File: config.mk
export PLATFORM = sky130hd
export DESIGN_NAME = mem_port_arbiter
export DESIGN_NICKNAME = d
export VERILOG_FILES = /design/src/rtl/mem_port_arbiter.sv
export SDC_FILE = /design/constraint.sdc
export NUM_CORES = 1
export LEC_CHECK = 0
export CAP_MARGIN = 20
export CORE_ASPECT_RATIO = 2
export CORE_MARGIN = 1
export CORE_UTILIZATION = 42
export DETAILED_ROUTE_END_ITERATION = 16
export GPL_ROUTABILITY_DRIVEN = 0
export GPL_TIMING_DRIVEN = 0
export HOLD_SLACK_MARGIN = 0.05
export PLACE_DENSITY = 0.91
export SYNTH_ARGS = -nofsm -noshare
export SYNTH_HDL_FRONTEND = slang
export SYNTH_SLANG_ARGS = --single-unit
File: constraint.sdc
create_clock -name clk -period 6 [get_ports clk]
set_clock_uncertainty 0.2 [all_clocks]
set_input_delay 0.9 -clock clk [delete_from_list [all_inputs] [get_ports clk]]
set_output_delay 0.9 -clock clk [all_outputs]
set_load 0.02 [all_outputs]
File: src/rtl/mem_port_arbiter.sv
// mem_port_arbiter: shares one single-ported I/D memory between the fetch stage (read-only) and memory stage (read/write).
// Latency: 2 cycles minimum per access (grant -> MemReq, then Valid on the cycle after MemAck); back-to-back grants possible.
// Backpressure: each requester holds Req until its Valid pulse; StallF/StallM freeze the waiting pipeline stage.
module mem_port_arbiter #(
  parameter int ADDR_W  = 32,
  parameter int DATA_W  = 32,
  parameter int TIMEOUT = 15
) (
  input  logic              clk,
  input  logic              reset,
  input  logic              IReq,
  input  logic [ADDR_W-1:0] IAdr,
  output logic [DATA_W-1:0] IRdata,
  output logic              IValid,
  input  logic              DReq,
  input  logic              DWe,
  input  logic [ADDR_W-1:0] DAdr,
  input  logic [DATA_W-1:0] DWdata,
  output logic [DATA_W-1:0] DRdata,
  output logic              DValid,
  output logic              MemReq,
  output logic              MemWe,
  output logic [ADDR_W-1:0] MemAdr,
  output logic [DATA_W-1:0] MemWdata,
  input  logic [DATA_W-1:0] MemRdata,
  input  logic              MemAck,
  output logic              StallF,
  output logic              StallM,
  output logic              Err
);

  localparam logic [1:0] IDLE = 2'd0;
  localparam logic [1:0] DACC = 2'd1;
  localparam logic [1:0] IACC = 2'd2;

  localparam logic [7:0] TIMEOUT_C = 8'(TIMEOUT);

  logic [1:0]        state_q, state_d;
  logic              mem_req_q, mem_req_d;
  logic              mem_we_q, mem_we_d;
  logic [ADDR_W-1:0] mem_adr_q, mem_adr_d;
  logic [DATA_W-1:0] mem_wdata_q, mem_wdata_d;
  logic [DATA_W-1:0] irdata_q, irdata_d;
  logic [DATA_W-1:0] drdata_q, drdata_d;
  logic              ivalid_q, ivalid_d;
  logic              dvalid_q, dvalid_d;
  logic              err_q, err_d;
  logic [7:0]        wait_cnt_q, wait_cnt_d;
  logic              last_d_q, last_d_d;

  // A requester whose Valid is high this cycle has already been served; masking
  // it keeps the same held request from being granted a second time.
  logic i_elig, d_elig, grant_d;
  assign i_elig  = IReq & ~ivalid_q;
  assign d_elig  = DReq & ~dvalid_q;
  // D wins ties unless it won the previous grant, so fetch cannot starve.
  assign grant_d = d_elig & (~i_elig | ~last_d_q);

  // Next-state logic: grant in IDLE, hold the memory request until MemAck, track timeout.
  always_comb begin
    state_d     = state_q;
    mem_req_d   = mem_req_q;
    mem_we_d    = mem_we_q;
    mem_adr_d   = mem_adr_q;
    mem_wdata_d = mem_wdata_q;
    irdata_d    = irdata_q;
    drdata_d    = drdata_q;
    ivalid_d    = 1'b0;
    dvalid_d    = 1'b0;
    err_d       = err_q;
    wait_cnt_d  = wait_cnt_q;
    last_d_d    = last_d_q;
    case (state_q)
      IDLE: begin
        if (grant_d) begin
          state_d     = DACC;
          mem_req_d   = 1'b1;
          mem_we_d    = DWe;
          mem_adr_d   = DAdr;
          mem_wdata_d = DWdata;
          last_d_d    = 1'b1;
          wait_cnt_d  = 8'd0;
        end else if (i_elig) begin
          state_d    = IACC;
          mem_req_d  = 1'b1;
          mem_we_d   = 1'b0;
          mem_adr_d  = IAdr;
          last_d_d   = 1'b0;
          wait_cnt_d = 8'd0;
        end
      end
      DACC, IACC: begin
        if (MemAck) begin
          state_d   = IDLE;
          mem_req_d = 1'b0;
          if (state_q == IACC) begin
            ivalid_d = 1'b1;
            irdata_d = MemRdata;
          end else begin
            dvalid_d = 1'b1;
            if (!mem_we_q) begin
              drdata_d = MemRdata;
            end
          end
        end else begin
          if (wait_cnt_q != 8'hFF) begin
            wait_cnt_d = wait_cnt_q + 8'd1;
          end
          // Err is only a warning: the access keeps waiting for its ack.
          if (wait_cnt_d >= TIMEOUT_C) begin
            err_d = 1'b1;
          end
        end
      end
      default: begin
        state_d   = IDLE;
        mem_req_d = 1'b0;
      end
    endcase
  end

  // State registers; async reset abandons any in-flight access without a Valid.
  always_ff @(posedge clk or posedge reset) begin
    if (reset) begin
      state_q     <= IDLE;
      mem_req_q   <= 1'b0;
      mem_we_q    <= 1'b0;
      mem_adr_q   <= '0;
      mem_wdata_q <= '0;
      irdata_q    <= '0;
      drdata_q    <= '0;
      ivalid_q    <= 1'b0;
      dvalid_q    <= 1'b0;
      err_q       <= 1'b0;
      wait_cnt_q  <= 8'd0;
      last_d_q    <= 1'b0;
    end else begin
      state_q     <= state_d;
      mem_req_q   <= mem_req_d;
      mem_we_q    <= mem_we_d;
      mem_adr_q   <= mem_adr_d;
      mem_wdata_q <= mem_wdata_d;
      irdata_q    <= irdata_d;
      drdata_q    <= drdata_d;
      ivalid_q    <= ivalid_d;
      dvalid_q    <= dvalid_d;
      err_q       <= err_d;
      wait_cnt_q  <= wait_cnt_d;
      last_d_q    <= last_d_d;
    end
  end

  assign MemReq   = mem_req_q;
  assign MemWe    = mem_we_q;
  assign MemAdr   = mem_adr_q;
  assign MemWdata = mem_wdata_q;
  assign IRdata   = irdata_q;
  assign DRdata   = drdata_q;
  assign IValid   = ivalid_q;
  assign DValid   = dvalid_q;
  assign Err      = err_q;

  // Stalls depend only on requester inputs and registered Valids, never on Mem* inputs.
  assign StallF = IReq & ~ivalid_q;
  assign StallM = DReq & ~dvalid_q;

endmodule
==> key figures <==
Outcome
  – Result of the run: finished clean

Die
  – Full die area: 14,800 um2
  – Die boundary width: 86.5 um
  – Height of the die: 171 um
  – Initial Utilization: 0.432
  – Number of placement rows: 61
  – Core box area: 13,900 um2
  – Number of top-level pins: 269

Power and ir drop
  – Cell internal power dissipation: 3.51 mW
  – Logic gate share of total power: 0.479
  – Power per cell area: 574 nW/um2
  – Tot Pwr: 5.51 mW
  – Sw Pwr: 2.00 mW
  – Clk network pwr share: 0.213
  – Largest vdd supply drop: 331 uV
  – Net switching share of the total power: 0.363
  – Portion of total power attributed to sequential cells: 0.308
  – Leakage component of the power: 4.08 nW

Timing
  – Final period util: 0.567
  – Maximum achievable frequency: 294 MHz
  – Slew of the pin with the lowest slew margin: 644 ps
  – Final worst path period need: 3400 ps
  – Tightest slew margin relative to the limit: 0.571
  – Number of hold violations in the final report: 0
  – Total negative slack: 0 ps
  – Number of max-slew violations in the final report: 0
  – Count of final setup violators: 0
  – Unrepaired setup endpoints after global routing: no
  – Min Hold Slack: 279 ps
  – Min setup slack post-route: 2600 ps

Clock network
  – CTS clock-pin slew for the worst setup and hold paths: 70 ps
  – Number of CTS-inserted buffers: 17
  – Clock tree from TritonCTS: yes
  – Setup repair bufs after CTS: 0
  – Clock latency on the worst-skew pair: 400 ps
  – Clock sinks: 144
  – Cell chosen for the clock root: clkbuf_16
  – Post-cts gate resize count: 0
  – Number of H-tree levels: 4
  – CTS hold repair buffers: 0
  – Clock tree buffer depth: 2

Synth
  – Unique cell type count in the Yosys netlist: 45
  – Sequential area share after synthesis: 0.601
  – Mean cell area of the mapped netlist: 13.4 um2
  – Number of enable flip-flop cells after synthesis: 0
  – Library cell with the largest summed area after synthesis: dfrtp_1
  – Net count of the mapped netlist: 586
  – Flip-flop cell with the highest count after synthesis: dfrtp_1
  – Flop and latch count out of synthesis: 144
  – Dominant cells by area after synthesis: dfrtp_1 (60%), mux2_2 (14%), mux2i_1 (5.3%)
  – Post-synth top area share: 0.601
  – Synth Instances: 449
  – Syn. warnings: 0
  – Fraction of registers with async set or reset after synthesis: 1.00
  – Cell area after synthesis: 6000 um2

Finish
  – Sequential standard cell area: 3600 um2
  – Final std cell area, no fill: 9600 um2
  – Area growth, synth to finish: 60.2%
  – Fill count: 1,021
  – Most common library cell in the layout ignoring fill and taps: clkdlybuf4s50_1
  – Fraction of layout cells with a size suffix above 1: 0.187
  – Inserted Diodes: 0
  – Count of nets after finishing: 874
  – Footprint of the multi-input gates: 2190 um2
  – Commonest cells after routing, fill and taps aside: clkdlybuf4s50_1 (268), dfrtp_1 (144), mux2_2 (73)
  – Final non-filler cell total: 939
  – Final core utilization: 0.691

Detailed routing
  – Detailed Route Iter0 Violations: 266
  – Total wirelength of the detailed-routed design: 17,500 um
  – Routed wire length per instance: 18.6 um
  – DRT antenna net count: 0
  – Detailed-route DRC error count: 0
  – Via density per instance: 5.06
  – Number of optimization iterations in the first detailed-route pass: 7
  – Vias after detailed routing: 4,748

Critical path
  – Worst path cell trace: clkdlybuf4s50_1 -> nand2b_1 -> inv_1 -> clkdlybuf4s50_1
  – Worst Path Class, Setup: in -> out
  – Data required, critical path: 4900 ps
  – Number of cells on the worst reg-to-reg path: 7
  – Slowest cell on the critical path: clkdlybuf4s50_1
  – Worst Path Arrival: 2300 ps
  – Maximum fanout count along the critical path: 5
  – Element type at the critical path start: input port
  – Most frequent CP cell: clkdlybuf4s50_1
  – Critical path endpoint category: output port
  – Endpoint of the worst-slack reg-to-reg timing path: wait_cnt_q[2]
  – Crit-path max cell delay: 620 ps
  – Worst flop-to-flop path startpoint: state_q[1]
  – Flop-to-flop setup slack: 3690 ps

Place
  – Number of placed instances, taps included: 907
  – Half-perimeter wire length after detailed placement: 13,400 um
  – Setup WS pre-CTS: 2610 ps
  – Area of placed instances: 8950 um2
  – Count of input and output buffers: 268

GRT
  – Overflow left after global routing: 0
  – Pin count of the biggest net entering global routing: 100
  – Global-route wire length before repair: 27,000 um
  – Antenna violations before repair: 0
  – Total GRT Usage: 0.241
  – Via count of the first global-routing pass: 5,251

Worst hold path
  – Worst min path class: reg -> reg
  – Worst-case hold path end point: MemAdr[29]
  – Worst hold path cell count: 2
  – HP Start: MemAdr[29]

Flow run
  – Max-capacitance violation count: 0
[how the worst max path moves through the flow]
stage	from	end	slack, ps	depth (start not counted)
finish	DReq	StallM	2600	4
global placement	reset	MemWdata[10]	-620	2
floorplan	reset	DRdata[0]	1030	1
CTS	DReq	StallM	2610	4
detailed placement	DReq	StallM	2610	4
global route	DReq	StallM	2570	4
[logic make-up after synthesis]
| logic type | share of synthesized area |
|---|---|
| AOI/OAI and AO/OA | 0.0670 |
| adders and majority gates | 0.00626 |
| buffers and inverters | 0.0340 |
| DFF | 0.601 |
| muxes | 0.234 |
| and+or+nand+nor | 0.0580 |
[cell type report]
type                       instances  area share
buffer                            27      0.0181
clock inverter                    14      0.0237
multi-input combinational        270       0.228
clock buffer                      18      0.0447
sequential                       144       0.375
timing repair buffer             269       0.282
inverter                           8     0.00365
tap                              189      0.0246
[sequential cells by signal (all words and copies together) (netlist names)]
| name | flops |
|---|---|
| MemWdata | 32 |
| Err | 1 |
| IValid | 1 |
| last_d_q | 1 |
| DValid | 1 |
| state_q | 2 |
| MemAdr | 32 |
| MemReq | 1 |
| wait_cnt_q | 8 |
| IRdata | 32 |
| DRdata | 32 |
| MemWe | 1 |
[synthesized netlist by cell type, drive strengths merged (3+ instances only)]
cell type  number
dfrtp         144
mux2           96
nand2          45
o21ai          40
mux2i          32
buf            24
a21oi          12
inv             8
nand3           5
and3            4
a31oi           3
clkbuf          3
ha              3
nand2b          3
nor2            3
[metal layers]
layer  share of wire  up-vias  GRT usage
met4           0.043        0      0.134
met2            0.55      219      0.428
li1                -     2158          -
met1            0.35     2320      0.260
met5               0        -          0
met3           0.057       51     0.0560
[critical path, delay by kind of cell]
family,cells,cell delay (ps)
buf+inv,3,1240
simple gates,1,150
[power by group through the flow]
stage                     clock (mW)  combinational, mW  sequential, mW
after floorplan                    0              0.814            2.24
after global placement             0               2.58            1.68
after detailed placement           0               2.66            1.71
after CTS                       1.19               2.67            1.70
after global routing            1.22               2.79            1.75
final                           1.17               2.64            1.70
Note: power is estimated with default switching activity, not from simulation.
==> RTL change 1: new RTL, same settings <==
Put one more register stage on the output `Err`. The value now appears one clock later. The other outputs are not delayed to match.
--- a/src/rtl/mem_port_arbiter.sv
+++ b/src/rtl/mem_port_arbiter.sv
@@ -158,7 +158,9 @@
   assign DRdata   = drdata_q;
   assign IValid   = ivalid_q;
   assign DValid   = dvalid_q;
-  assign Err      = err_q;
+  always_ff @(posedge clk) begin
+    Err <= err_q;
+  end
 
   // Stalls depend only on requester inputs and registered Valids, never on Mem* inputs.
   assign StallF = IReq & ~ivalid_q;
Check against the original RTL: no difference found for any inputs over 4 cycles, from zero or initial values and one cycle with reset high; that may be too few to reach the edited logic, so the function may still have changed.
==> RTL change 1 against the unedited design <==
Sequential cell count grew 1. Setup slack gained 0.028 ns. Final area is 0.70% lower. Area after synthesis grew 0.33%. Sequential power barely moved. Total power decreased by 2.9%. Combinational power hardly changed. Worst hold slack got worse by 0.069 ns. Via count is 0.76% higher. Routed wire length down 2.8%. Fmax grew 0.82%. Largest cell class unchanged.
==> RTL change 1: results <==
group,metric,value,unit
power_and_ir_drop,clkPwrFrac,18.9,%
routing,drt_pass1_iterations,5,
run_status,status,"finished clean",
final_layout,fillers,991,
global_route,first_global_vias,5055,
synthesis,synthDistinctLibCells,46,
synthesis,synth_compound_gate_area_share,6.68,%
power_and_ir_drop,p_leak,4.04,nW
sta,period_needed,3.38,ns
critical_path,rr_worst_depth,6,
final_layout,drive_gt1_share,18.6,%
power_and_ir_drop,power.total,5.35,mW
routing,wire_per_inst,18.1,µm
routing,routed_wl,17.0,mm
synthesis,synthMuxAreaShare,23.3,%
power_and_ir_drop,sw_frac_of_total,37.2,%
sta,holdWs,0.211,ns
synthesis,seq_area_frac_synth,60.2,%
synthesis,synth_area_leaders,"dfrtp_1 (60%), mux2_2 (14%), mux2i_1 (5.3%), mux2_1 (4.3%), o21ai_0 (3.2%)",
sta,tightestPinTransition,0.786,ns
final_layout,final_net_count,875,
power_and_ir_drop,seqPwrFrac,31.8,%
routing,dr.first_iter.drc_count,234,
placed_design,place_inst,908,
hold_path,hp-start,"err_q",
global_route,grt_usage,23.6,%
global_route,grt_start_max_net_pins,86,
synthesis,synthArstFlopShare,99.3,%
global_route,grt_pass1_wl,26.1,mm
placed_design,place_ws,2.64,ns
power_and_ir_drop,vdd_drop_max,0.316,mV
synthesis,syn_avg_cell_area,13.4,µm²
routing,met1_length,5.86,mm
routing,vias,4784,
synthesis,synthAdderAreaFrac,0.624,%
[RTL change 1: cell count changes after synthesis]
cell,before,now
dfxtp_1,0,1
[RTL change 1: worst reg2reg max path, stage by stage (launching register included)]
cell     delay [ns]
dfrtp_1        0.38
inv_1          0.05
ha_1           0.33
nand2_1        0.10
nor3_2         0.43
buf_2          0.38
mux2_2         0.37
[RTL change 1: per-layer routing]
layer | vias up | GRT usage [%]
li1 | 2165 | -
met1 | 2364 | 24.3
met2 | 216 | 44.0
met3 | 39 | 6.48
met4 | 0 | 9.49
met5 | - | 0
[RTL change 1: cell type report]
class                      count  area, µm²  area share [%]
buffer                        27        174            1.82
clock buffer                  19        443            4.64
clock inverter                13        126            1.33
inverter                       8       35.0           0.367
multi-input combinational    270       2190            22.9
sequential                   145       3620            38.0
tap                          189        236            2.48
timing repair buffer         269       2710            28.4
==> RTL change 2: new RTL, config.mk and constraints unchanged <==
Without the edit above. Change the parameter `DATA_W` from 32 to 36.
--- a/src/rtl/mem_port_arbiter.sv
+++ b/src/rtl/mem_port_arbiter.sv
@@ -3,7 +3,7 @@
 // Backpressure: each requester holds Req until its Valid pulse; StallF/StallM freeze the waiting pipeline stage.
 module mem_port_arbiter #(
   parameter int ADDR_W  = 32,
-  parameter int DATA_W  = 32,
+  parameter int DATA_W  = 36,
   parameter int TIMEOUT = 15
 ) (
   input  logic              clk,
Ports: changed (5 resized); port bits go from 269 to 289. No check against the original RTL was run, so the function may have changed too.
==> RTL change 2 against the unedited design <==
Setup slack improved by 0.052 ns. Routed wire length increased by 1.9%. Final area increased by 6.7%. Synthesized cell count increased by 5.3%. Total power increased by 6.1%. Combinational power increased by 8.0%. Clock power about the same. Area after synthesis increased by 7.5%. Sequential cell count increased by 12. Largest cell class unchanged. Largest power group unchanged.
==> RTL change 2: results <==
group,metric,value,unit
global_route,antenna_found_initial,0,
synthesis,synth_compound_gate_area_share,6.23,%
final_layout,final_net_count,926,
routing,dr.first_iter.drc_count,101,
power_and_ir_drop,vdd_drop_max,0.362,mV
global_route,grt_pass1_wl,26.9,mm
routing,drt_pass1_iterations,4,
placed_design,hpwl,13.6,mm
critical_path,r2r_setup_slack,3.48,ns
final_layout,drive_gt1_share,18.6,%
synthesis,syn-num-nets,618,
global_route,grt_usage,22.7,%
routing,vias,4962,
synthesis,synth_area_leaders,"dfrtp_1 (61%), mux2_2 (14%), mux2_1 (5.1%), mux2i_1 (5.0%), o21ai_0 (3.0%)",
global_route,first_global_vias,5188,
placed_design,placed_area,9610,µm²
critical_path,rr_worst_depth,6,
synthesis,synthMuxAreaShare,23.8,%
synthesis,synthDistinctLibCells,44,
placed_design,buffer_ports.inserted,288,
hold_path,worstHoldPathType,"flip-flop to flip-flop",
sta,slew_headroom,42.6,%
critical_path,worstPathArrival,2.25,ns
synthesis,synth_commonest_cells,"dfrtp_1 (156), mux2_2 (79), nand2_1 (44), o21ai_0 (39), mux2i_1 (32)",
power_and_ir_drop,internal-power,3.71,mW
run_status,status,"finished clean",
==> RTL change 2: final cells by class <==
type | instances | area, µm²
Tap cell | 195 | 244
Clock buffer | 19 | 433
Clock inverter | 13 | 204
Sequential cell | 156 | 3900
Fill cell | 1037 | 4650
Buffer | 27 | 185
Timing Repair Buffer | 289 | 2910
Inverter | 8 | 35.0
Multi-Input combinational cell | 282 | 2330
==> RTL change 2: power by group through the flow <==
stage                     logic [mW]  clock network [mW]  registers [mW]
after global placement          2.81                   0            1.81
after floorplan                0.873                   0            2.43
after CTS                       2.88                1.18            1.83
after detailed placement        2.87                   0            1.84
final                           2.85                1.17            1.83
after global routing            3.02                1.23            1.89
==> RTL change 2: metal layers <==
layer  GRT usage [%]  up-vias  part of all wire, %
met5               0        -                    0
met4            8.73        0                  2.6
met3            5.88       30                  6.5
met2            41.0      197                   55
met1            24.5     2442                   35
li1                -     2293                    -
==> RTL change 2: critical path, stage by stage <==
cell and delay (ns):
clkdlybuf4s50_1 0.47, nand2b_1 0.14, inv_1 0.12, clkdlybuf4s50_1 0.62
==> RTL change 2: worst min path at each step <==
stage / start / to / slack (ns)
floorplan: state_q[0] / state_q[0] / 0.27
finish: MemAdr[27] / MemAdr[27] / 0.28
global route: MemAdr[0] / MemAdr[0] / 0.30
CTS: MemAdr[27] / MemAdr[27] / 0.28
detailed placement: MemAdr[8] / MemAdr[8] / 0.27
global placement: MemAdr[28] / MemAdr[28] / 0.26
==> RTL change 2: through the flow <==
stage / worst slack (ns) / instances
final: 2.65 / 989
after global routing: 2.58 / 989
after CTS: 2.65 / 989
after detailed placement: 2.65 / 957
after global placement: -1.37 / 956
after floorplan: 0.693 / 473
==> RTL change 2: cells by family after synthesis <==
group                    after synthesis
adder cells (fa/ha/maj)                3
AO/OA/AOI/OAI                         68
multiplexers                         140
AND/OR/NAND/NOR                       71
flip-flops                           156
buffers and inverters                 35
